[config.mk]
export PLATFORM = sky130hd
export DESIGN_NAME = bip_fetch_control
export DESIGN_NICKNAME = d
export VERILOG_FILES = /design/src/rtl/bip_fetch_control.sv
export SDC_FILE = /design/constraint.sdc
export NUM_CORES = 1
export LEC_CHECK = 0
export BUFFER_PORTS_ARGS = -buffer_cell sky130_fd_sc_hd__buf_2
export CAP_MARGIN = 5
export CELL_PAD_IN_SITES_DETAIL_PLACEMENT = 2
export CELL_PAD_IN_SITES_GLOBAL_PLACEMENT = 2
export CORE_MARGIN = 1
export CORE_UTILIZATION = 32
export CTS_BUF_LIST = sky130_fd_sc_hd__clkbuf_8
export DETAILED_ROUTE_END_ITERATION = 8
export PLACE_DENSITY_LB_ADDON = 0.05
export RECOVER_POWER = 50
export SETUP_SLACK_MARGIN = 0.02
export SYNTH_ARGS = -nofsm -noshare
export SYNTH_HDL_FRONTEND = slang
export SYNTH_SLANG_ARGS = --single-unit
[constraint.sdc]
create_clock -name clk -period 1.68 [get_ports clk]
set_input_delay 0.168 -clock clk [delete_from_list [all_inputs] [get_ports clk]]
set_output_delay 0.168 -clock clk [all_outputs]
set_load 0.05 [all_outputs]
[src/rtl/bip_fetch_control.sv]
//==============================================================================
// bip_fetch_control : BIP fetch/execution sequencer (PC, datapath enable,
// executed-instruction counter). Optional macro STEP_MODE_EN adds single-step.
// Revision: 1.0
//==============================================================================
`default_nettype none

module bip_fetch_control #(
   parameter int len_addr    = 11,
   parameter int len_opcode  = 5,
   parameter int len_cycles  = 16,
   parameter int opcode_halt = 0,
   parameter int sumando     = 1
) (
   input  logic                  clk,
   input  logic                  reset,
   input  logic                  start,
   input  logic [len_opcode-1:0] opcode,
`ifdef STEP_MODE_EN
   input  logic                  step_mode,
   input  logic                  step,
`endif
   output logic [len_addr-1:0]   pc,
   output logic                  pc_en,
   output logic                  running,
   output logic                  halted,
   output logic                  done,
   output logic [len_cycles-1:0] cycle_count
);

   typedef enum logic [1:0] {
      S_IDLE = 2'd0,
      S_RUN  = 2'd1,
      S_HALT = 2'd2
   } state_t;

   state_t                state_q, state_d;
   logic [len_addr-1:0]   pc_q, pc_d;
   logic [len_cycles-1:0] cnt_q, cnt_d;
   logic                  done_q, done_d;
   logic                  w_is_halt;
   logic                  w_advance;

   assign w_is_halt = (opcode == len_opcode'(opcode_halt));

   // A RUN cycle only takes effect when single-stepping is off or a step is given
`ifdef STEP_MODE_EN
   assign w_advance = !step_mode || step;
`else
   assign w_advance = 1'b1;
`endif

   always_ff @(posedge clk) begin
      if (reset) begin
         state_q <= S_IDLE;
         pc_q    <= '0;
         cnt_q   <= '0;
         done_q  <= 1'b0;
      end else begin
         state_q <= state_d;
         pc_q    <= pc_d;
         cnt_q   <= cnt_d;
         done_q  <= done_d;
      end
   end

   always_comb begin
      state_d = state_q;
      pc_d    = pc_q;
      cnt_d   = cnt_q;
      done_d  = 1'b0;
      pc_en   = 1'b0;
      case (state_q)
         S_IDLE: begin
            pc_d = '0;
            if (start) begin
               state_d = S_RUN;
               cnt_d   = '0;
            end
         end
         S_RUN: begin
            if (w_advance) begin
               // The HLT instruction itself is counted
               cnt_d = (&cnt_q) ? cnt_q : cnt_q + 1'b1;
               if (w_is_halt) begin
                  state_d = S_HALT;
                  done_d  = 1'b1;
               end else begin
                  pc_en = 1'b1;
                  pc_d  = pc_q + len_addr'(sumando);
               end
            end
         end
         S_HALT: begin
            if (start) begin
               state_d = S_RUN;
               pc_d    = '0;
               cnt_d   = '0;
            end
         end
         default: begin
            state_d = S_IDLE;
            pc_d    = '0;
            cnt_d   = '0;
         end
      endcase
   end

   assign pc          = pc_q;
   assign cycle_count = cnt_q;
   assign done        = done_q;
   assign running     = (state_q == S_RUN);
   assign halted      = (state_q == S_HALT);

endmodule

`default_nettype wire
==> results.toml <==
[placed_design]
gp_congestion = 0.7498
place_ws_ns = 0.01715
numPortBuffers = 38
dp_hpwl_mm = 4.039

[routing]
drt_iter0_drc = 72
dr.pass1.iters = 4
antenna_left = 0
vias_per_cell = 5.575
drc = 0
wl_mm = 5.987
avgRoutedWirePerCell_microns = 19.01
num_vias = 1756

[yosys]
synth_ff_type = "dfxtp_1"
ys_seq_elements = 30
synthCells = 188
syn_nets = 198
ys_warn_count = 0
synth_cell_types = 48
seq_area_frac_synth = 0.3785
synth_edf_count = 0
async_flop_share = 0
avgSynthCellArea_sq_um = 8.439
synth_area_sq_um = 1587

[floorplan]
die_w_microns = 72.41
core_region_area_sq_um = 4755
num_rows = 25
pin_count = 39
start_util = 0.3337
die_h_microns = 72.41
dieArea_sq_um = 5243

[min_path]
min_to = "done$_SDFF_PP0_"
min_path_type = "in2reg"
hold_start = "opcode[1]"
whs_path_depth = 2

[worst_setup_path]
critPathTopFamily = "simple AND/OR/NAND/NOR gates"
r2r_end = "cycle_count[1]$_SDFFE_PP0P_"
path_buf_inv = 2
cpMostUsedCell = "buf_6"
critical_path.slowest_cell = "dfxtp_4"
cp-start-kind = "flip-flop"
cp_max_fo = 6
worst-r2r-setup-slack_ns = 0.02
worstPathArrival_ns = 1.83
end_kind = "flip-flop"
rr_worst_depth = 7
path_cells = "ha_4, nand4_1, nor3_4, a21oi_2, buf_6, buf_6, mux2i_1"
path_class = "reg2reg"
timing.rr.start = "cycle_count[1]$_SDFFE_PP0P_"
slowest_delay_ns = 0.38
cp.required_ns = 1.85

[sta]
setup_tns_ns = 0
finClkSkew_ns = 0.008055
max_freq_mhz = 603.7
relSlewSlack = 0.5928
drv_slew = 0
worstMarginPinSlew_ns = 0.6134
setup_violations = 0
grt_setup_unrepaired = "yes"
fin_crit_ns = 1.657
whs_ns = 0.1227
fin_ws_ns = 0.02343
period_share = 0.9861
hold_viol = 0

[global_routing]
grtUsageTotal = 0.2225
antenna_found_initial = 0
grt_first_pass_wirelength_mm = 8.983
grt_max_degree = 20
grt_pass1_vias = 1806
overflow = 0

[finish]
drive_gt1_frac = 0.3548
final_common_cell = "clkbuf_1"
fin_nets = 257
diodes = 0
n_fill_cell = 548
syn_to_final_growth_pct = 40.30
final_cell_mix = "clkbuf_1 (28), dfxtp_2 (21), a21oi_1 (18), buf_4 (18), nand2_1 (14)"

[cts]
root_buffer = "clkbuf_8"
numClockSinks = 30
cts_tree = "done"
clockBufferDepth = 2
clk-insertion-delay-late_ns = 0.28
hold_buffers = 0
cts_buffers = 5
clkTransAtPathRegs_ns = 0.07
cts_max_level = 2

[power]
leakagePower_nw = 0.7518
powerDensity_nw_per_um2 = 673.9
p_total_w = 0.001500
vdd_drop_max_mv = 0.3245

[outcome]
status = "completed"

[job]
maxCapViolCount = 0
[power breakdown]
group          leakage [nW]  switching [W]  internal, W
combinational         0.446       0.000135    0.0000865
sequential            0.254      0.0000127     0.000718
clock                0.0519       0.000272     0.000276
total                 0.752       0.000420      0.00108
[cell usage after synthesis, types with 3 or more instances]
cell type / n / area, sq um
a211oi_1: 5 / 37.54
a21oi_1: 19 / 95.09
a311oi_1: 3 / 26.28
a41oi_1: 3 / 26.28
buf_2: 4 / 20.02
clkbuf_1: 4 / 15.01
dfxtp_1: 30 / 600.6
inv_1: 9 / 33.78
nand2_1: 15 / 56.30
nand3_1: 9 / 45.04
nand4_1: 5 / 31.28
nor2_1: 13 / 48.80
nor3_1: 3 / 15.01
nor4_1: 3 / 18.77
o21a_1: 3 / 22.52
o21ai_0: 5 / 25.02
o31ai_1: 6 / 45.04
or4_1: 7 / 52.55
[state kept, by name, indices dropped and copies added, names as in the netlist]
register and count:
cycle_count 16, pc 11, state_q 2, done 1
[per-stage QoR]
stage,instance area (sq um),utilization,cells
after floorplan,1618,-,188
after global placement,1974,0.4153,299
after detailed placement,1974,0.4153,299
after CTS,2116,0.4450,309
after global routing,2226,0.4682,315
final,2226,0.4682,315
[kinds of logic after synthesis]
| logic type | count (synthesis) | share of synthesized area |
|---|---|---|
| fa+ha+maj | 2 | 0.01577 |
| flops | 30 | 0.3786 |
| compound gates | 62 | 0.2721 |
| simple gates | 73 | 0.2658 |
| mux | 3 | 0.01972 |
| buf+inv | 18 | 0.04811 |
[cell type report]
class	count	area [sq um]	area share
clock inverters	3	11.26	0.005059
clock buffers	5	68.82	0.03092
multi-input cells	140	1007	0.4525
well taps	67	83.83	0.03766
repair buffers	61	382.9	0.1720
flip-flops and latches	30	634.4	0.2850
inverters	9	37.54	0.01686
[how the worst max path moves through the flow]
stage	to	from	slack (ns)	cells after the start
finish	cycle_count[1]$_SDFFE_PP0P_	cycle_count[1]$_SDFFE_PP0P_	0.02	7
CTS	cycle_count[10]$_SDFFE_PP0P_	cycle_count[0]$_SDFFE_PP0P_	0.03	6
floorplan	cycle_count[8]$_SDFFE_PP0P_	cycle_count[5]$_SDFFE_PP0P_	0.02	4
detailed placement	pc[7]$_SDFFE_PP0P_	state_q[1]$_SDFFE_PP0P_	0.02	6
global placement	pc_en	state_q[0]$_SDFFE_PP0P_	0.09	5
global route	cycle_count[14]$_SDFFE_PP0P_	cycle_count[0]$_SDFFE_PP0P_	-0.09	6
[worst register-to-register path: stages (launching register included)]
cell and delay, ns:
dfxtp_4 0.38, ha_4 0.14, nand4_1 0.21, nor3_4 0.33, a21oi_2 0.12, buf_6 0.15, buf_6 0.11, mux2i_1 0.11
[repair_timing]
action,CTS,global route
setup buffers,1,4
setup endpoints to repair,5,22
pin swaps,0,9
gates resized for setup,7,26
gates cloned,1,2
endpoints found under the hold margin,0,0
[routing by layer]
layer / part of all wire / vias up / global-route usage
li1: - / 844 / -
met1: 0.44 / 871 / 0.2477
met2: 0.52 / 33 / 0.4174
met3: 0.028 / 8 / 0.05000
met4: 0.012 / 0 / 0.06754
met5: 0 / - / 0
Note: power is estimated with default switching activity, not from simulation.
